===== src/rtl/acc_sequencer.sv =====
// Instruction sequencer and accumulator in front of the 8-bit ALU: fetch/decode/exec
// of 12-bit words from a synchronous ROM, with JMP/JZ/JC/HALT handled locally.
module acc_sequencer #(
    parameter int PC_W = 8
) (
    input  logic            clk,
    input  logic            reset,
    input  logic            run,
    output logic [PC_W-1:0] rom_addr,
    input  logic [11:0]     rom_data,
    output logic [3:0]      alu_inst,
    output logic [7:0]      alu_b,
    input  logic [8:0]      alu_ans,
    output logic [7:0]      acc,
    output logic            carry,
    output logic            zero,
    output logic            busy,
    output logic            halted
);

    typedef enum logic [2:0] {S_IDLE, S_FETCH, S_DECODE, S_EXEC, S_HALTED} state_t;

    localparam logic [3:0] OP_NOP  = 4'h8;
    localparam logic [3:0] OP_JMP  = 4'hC;
    localparam logic [3:0] OP_JZ   = 4'hD;
    localparam logic [3:0] OP_JC   = 4'hE;
    localparam logic [3:0] OP_HALT = 4'hF;

    state_t          state, state_nx;
    logic [PC_W-1:0] pc, pc_nx, pc_inc, imm_pc;
    logic [11:0]     ir;
    logic [3:0]      op;
    logic            wb_acc, wb_carry;

    assign op     = ir[11:8];
    assign pc_inc = pc + PC_W'(1);
    assign imm_pc = PC_W'(ir[7:0]);
    assign busy   = (state == S_FETCH) || (state == S_DECODE) || (state == S_EXEC);
    assign halted = (state == S_HALTED);

    always_ff @(posedge clk) begin
        if (reset) state <= S_IDLE;
        else       state <= state_nx;
    end

    always_comb begin
        state_nx = state;
        pc_nx    = pc_inc;
        wb_acc   = 1'b0;
        wb_carry = 1'b0;
        case (state)
            S_IDLE:   if (run) state_nx = S_FETCH;
            S_FETCH:  state_nx = S_DECODE;
            S_DECODE: state_nx = S_EXEC;
            S_EXEC:   state_nx = (op == OP_HALT) ? S_HALTED : S_FETCH;
            default:  state_nx = state;
        endcase
        // Branch conditions use the flags as they stand entering EXEC.
        case (op)
            OP_JMP:  pc_nx = imm_pc;
            OP_JZ:   pc_nx = zero  ? imm_pc : pc_inc;
            OP_JC:   pc_nx = carry ? imm_pc : pc_inc;
            OP_HALT: pc_nx = pc;
            default: pc_nx = pc_inc;
        endcase
        wb_acc   = (op <= 4'hB) && (op != OP_NOP);
        wb_carry = (op == 4'h2) || (op == 4'h3) || (op == 4'h5) || (op == 4'h6);
    end

    always_ff @(posedge clk) begin
        if (reset) begin
            pc       <= '0;
            rom_addr <= '0;
            ir       <= '0;
            acc      <= '0;
            carry    <= 1'b0;
            zero     <= 1'b0;
            alu_inst <= OP_NOP;
            alu_b    <= '0;
        end else begin
            alu_inst <= OP_NOP;
            alu_b    <= '0;
            case (state)
                // rom_addr is presented during FETCH so the word lands in DECODE.
                S_IDLE: if (run) rom_addr <= pc;
                S_DECODE: begin
                    ir <= rom_data;
                    if (rom_data[11:8] <= 4'hB) begin
                        alu_inst <= rom_data[11:8];
                        alu_b    <= rom_data[7:0];
                    end
                end
                S_EXEC: begin
                    pc <= pc_nx;
                    if (op != OP_HALT) rom_addr <= pc_nx;
                    if (wb_acc) begin
                        acc  <= alu_ans[7:0];
                        zero <= (alu_ans[7:0] == 8'h00);
                    end
                    if (wb_carry) carry <= alu_ans[8];
                end
                default: ;
            endcase
        end
    end

endmodule

===== config.mk =====
export PLATFORM = sky130hd
export DESIGN_NAME = acc_sequencer
export DESIGN_NICKNAME = d
export VERILOG_FILES = /design/src/rtl/acc_sequencer.sv
export SDC_FILE = /design/constraint.sdc
export NUM_CORES = 1
export LEC_CHECK = 0
export ABC_AREA = 0
export CAP_MARGIN = 5
export CORE_UTILIZATION = 39
export CTS_BUF_LIST = sky130_fd_sc_hd__clkbuf_4
export DETAILED_ROUTE_END_ITERATION = 12
export PLACE_DENSITY = 0.66
export SLEW_MARGIN = 20
export SYNTH_ARGS = -nofsm -noshare
export SYNTH_HDL_FRONTEND = slang
export SYNTH_SLANG_ARGS = --single-unit

===== constraint.sdc =====
create_clock -name clk -period 2.6 [get_ports clk]
set_clock_uncertainty 0.2 [all_clocks]
set_input_delay 0.78 -clock clk [delete_from_list [all_inputs] [get_ports clk]]
set_output_delay 0.78 -clock clk [all_outputs]
set_load 0.01 [all_outputs]

# == Word-level counts from Yosys, hierarchy flattened ==
# Cells that the tools add are included.
# word_totals
word_cells,54
in_bits,24
out_inout_bits,32
register_bits,53
# op_classes
add_sub_neg,1
n_reduce_logical,15
bitwise_logic,2
magnitude_cmp,2
muxes,9
n_eq_ne,16
# op_table
op,count
two-way mux 8 bit,4
one-hot mux 8 bit (4 select lines),1
equality test 4 bit (second input constant),4
one-hot mux 8 bit (2 select lines),1
one-hot mux 3 bit (4 select lines),1
adder 8 x 1 -> 8 bit (second input constant),1
equality test 4 x 2 -> 1 bit (second input constant),2
equality test 4 x 3 -> 1 bit (second input constant),2
<= comparator 4 bit (second input constant),2
zero test 8 bit,1
!= test 4 bit (second input constant),2
equality test 3 x 2 -> 1 bit (second input constant),2
two-way mux 3 bit,2
AND reduction 2 bit,3
logical OR 1 bit,5
nonzero test 4 bit,1
equality test 3 x 1 -> 1 bit (second input constant),1
equality test 3 bit (second input constant),1
zero test 3 bit,1
AND reduction 3 bit,1
OR reduction 3 bit,1
!= test 2 x 1 -> 1 bit (second input constant),1
!= test 2 bit (second input constant),1
NOT 1 bit,2
2 further kinds,2

# == Logic depth before layout (Yosys ltp) ==
# logic_depth
ltp_word,5
mapped_depth,7
depth_no_buf,6

# == Worst setup path after synthesis ==
# No wires, ideal clock.
# synth_path
path_kind,input to register
from,input port reset
to,register state[2]
n_path_buf,2
slack_ns,0.813
stages,3
t_required_ns,2.285
t_arrival_ns,1.471
setup_ns,0.115
cell_sequence,clkbuf_1 clkbuf_1 o21ba_2
# synth_rtl
item,line,rtl
from (decl),7,"input logic reset,"
to (signal assigned),43,else state <= state_nx;
to (decl),29,"state_t state, state_nx;"
# No word-level cell between the ends.

# == Worst setup path in the final report ==
# layout_path
from,register state[1]
to,output port busy
# layout_via
elab_chain_cells,3
# layout_rtl
item,line,rtl
equality test 3 x 1 -> 1 bit / equality test 3 x 2 -> 1 bit (equally long branches),38,assign busy = (state == S_FETCH) || (state == S_DECODE) || (state == S_EXEC);
logical OR 1 bit,38,
logical OR 1 bit *,38,
to (decl),17,"output logic busy,"
# Every way passes the cells marked *; elsewhere a longest branch is shown, timed or not.

==> run metrics <==
asr flop ratio synth=0%; crit path kind=flop to output pin; Synth warnings=0; Synth Register Bits=53; post-synthesis sequential area ratio=between 40% and 50%; HPWL after DPL=about 3.3 mm; most frequent CP cell=nor2_1; Root Buffer=clkbuf_4; Min-Delay Endpoint=ir[5]$_SDFFE_PP0P_; CTS sink cnt=53; FF-to-FF End=rom_addr[7]$_SDFFE_PP0P_; Flop pwr share=57.8%; final worst path period need=2.45 ns; CP delay by family, top=buffers and inverters; cell internal pwr=1.14 mW; grt total ovfl=0; area occupied by multi-input gates=1010 µm²; area growth from synthesis to layout=30.7%; peak supply drop=approximately 0.00025 V; die height=76.5 µm; worst-path maximum fanout=10; Clk pin slew, worst setup/hold paths=0.16 ns; hold path start=ir[5]$_SDFFE_PP0P_; R2R setup slack=between 0.6 and 0.7 ns; post-DR vias/cell=5.06; Worst-Margin Slew=0.485 ns; Synth top cells by count=dfxtp_1 (53), nand2_1 (33), nor2_1 (33); layout cell share with drive strength beyond 1=8.53%; Critical R2R Launch=state[1]$_SDFFE_PP0P_; largest net degree at the start of global routing=23; P_sw=about 0.45 mW; Required @ worst endpoint=1.62 ns; H-tree depth=2; Routed Antenna Nets=0; Longest Clk Path Bufs=2; I/O Pins=56; routed vias=approximately 1800; FILL cells=520; CTS tree=done; switching share of total power=around 28%; DR WL/cell=12.4 µm; Max-cap violations=0; CTS Hold Bufs=0; Num CTS Buffers=5; Fmax=408 MHz; slew margin rel.=a little under 70%; RSZ-0062 raised after global routing=false; Power Dens Cells=roughly 560 nW/µm²; Comb pwr share=19.6%; Worst R2R Path Depth=4; post-synth top area share=approximately half; GRT Util Overall=16.6%; Worst path slowest cell=clkdlybuf4s50_1; ant diodes=0; Clk pwr share=22.6%; outcome=completed; CP arrival=1.47 ns; die width=76.5 µm; Tightest Hold Check Type=flop to flop; Final Setup Violations=0; initial antenna violation count=0; Synth Instances=240; post-layout total power=1.59 mW; Port Buffers=55; Leakage=between 1 and 1.5 nW; drt total wl=~4.5 mm; syn nets=265; Hold Fails Final Rpt=0; CP max stage delay=roughly 0.53 ns; setup_tns=0 ns; Syn Std Cell Area=2160 µm²; Pre-antenna DRT Iters=4; Mean Syn Cell Area=9.01 µm²; Top FF cell, synth=dfxtp_1; vias in the first global route=1656; Yosys cell types=46; Clk Latency, worst-skew pair=roughly 0.38 ns; most frequent cell after synthesis=dfxtp_1; core box area=5240 µm²; placed cell area=between 2000 and 3000 µm²; Post-synth EDFFs=0; Setup crit end kind=output pin; final instance area=2830 µm²; DRC Markers=0; DRT iter0 DRCs=97; WP buf/inv=1; Placer Congestion=between 0.7 and 0.8; cell row count=26; dominant cell type by area after synthesis=dfxtp_1; Register Area=1070 µm²; global-route wire length before repair=approximately 7.8 mm; Slew Viols, Final=0; NumNets Final=between 300 and 400; Startpoint Class=flop; ranking of synthesized cells by area=dfxtp_1 (49%), nand2_1 (5.7%), nor2_1 (5.7%); Starting Density=41.3%; Crit path depth=3; final worst-path cycle share=94.4%; WHS Path Cells=2; die area=5850 µm²; worst-path cell chain=nor2_1 -> nor2_1 -> clkdlybuf4s50_1
-- area by class of cell --
class / count / share of cell area (%)
clock buffers: 5 / 1.33
clock inverters: 2 / 0.576
inverters: 6 / 0.797
multi-input cells: 168 / 35.8
flip-flops and latches: 53 / 37.8
well taps: 70 / 3.10
repair buffers: 59 / 20.6
-- worst register-to-register path, delay by kind of cell (launching register included) --
kind	cells	cell delay, ns
AO/OA/AOI/OAI	2	0.62
AND/OR/NAND/NOR	2	0.57
flip-flops	1	0.43
-- power groups by stage --
stage / combinational [mW] / clock, mW / sequential [mW]
3_3_place_gp: 0.312 / 0 / 0.934
2_1_floorplan: 0.184 / 0 / 0.930
5_1_grt: 0.345 / 0.406 / 0.929
3_5_place_dp: 0.313 / 0 / 0.936
4_1_cts: 0.315 / 0.376 / 0.919
6_report: 0.312 / 0.359 / 0.919
-- through the flow --
step / std cells / utilization, % / hold WS, ns / setup WS (ns)
2_1_floorplan: 240 / - / 0.236 / 0.813
3_3_place_gp: 356 / 52.7 / 0.263 / 0.390
3_5_place_dp: 356 / 52.7 / 0.268 / 0.377
4_1_cts: 363 / 53.8 / 0.287 / 0.0560
5_1_grt: 363 / 53.9 / 0.299 / 0.00984
6_report: 363 / 53.9 / 0.281 / 0.146
-- how the worst max path moves through the flow --
stage	from	endpoint
6_report	state[1]$_SDFFE_PP0P_	busy
2_1_floorplan	reset	state[2]$_SDFFE_PP0P_
4_1_cts	state[2]$_SDFFE_PP0P_	halted
5_1_grt	state[1]$_SDFFE_PP0P_	busy
3_3_place_gp	run	rom_addr[5]$_SDFFE_PP0P_
3_5_place_dp	run	rom_addr[5]$_SDFFE_PP0P_
-- cells in the final DEF (no fill, tap or decap), drive strengths merged, types with 5 or more instances in the layout --
master         synthesis  layout
a211oi                 8       8
a21oi                 18      18
and2                  12      12
clkbuf                 7       5
clkdlybuf4s50          0      54
dfxtp                 53      53
inv                    6       6
mux2i                  9       9
nand2                 34      34
nor2                  33      33
-- metal layers --
metal | wire length, µm | track usage (%) | vias up | part of all wire, %
met5 | 0 | 0 | - | 0
met4 | 64 | 5.77 | 0 | 1.4
met3 | 284 | 5.75 | 6 | 6.3
met2 | 2060 | 25.9 | 52 | 46
met1 | 2090 | 21.1 | 842 | 46
li1 | - | - | 938 | -
-- flip-flops by register name, indices dropped and copies added (netlist names) --
| register | count |
|---|---|
| acc | 8 |
| alu_b | 8 |
| alu_inst | 4 |
| pc | 8 |
| carry | 1 |
| zero | 1 |
| ir | 12 |
| state | 3 |
| rom_addr | 8 |
-- cells by family (layout without fill, tap and decap cells) --
group | Yosys count | count (layout) | share of synthesized area (%)
simple gates | 107 | 107 | 24.7
flops | 53 | 53 | 49.1
compound gates | 48 | 48 | 16.1
buf+inv | 19 | 72 | 4.17
mux | 9 | 9 | 4.17
xor+xnor | 3 | 3 | 1.22
fa+ha+maj | 1 | 1 | 0.579
-- what timing repair did --
item                                    in CTS  in global routing
endpoints found under the hold margin        0                  0
endpoints found under the setup margin       2                  2
buffers inserted                             0                  0
gates resized for setup                      2                  3
cloned                                       0                  0
No activity file was read; power rests on OpenSTA's default activity.
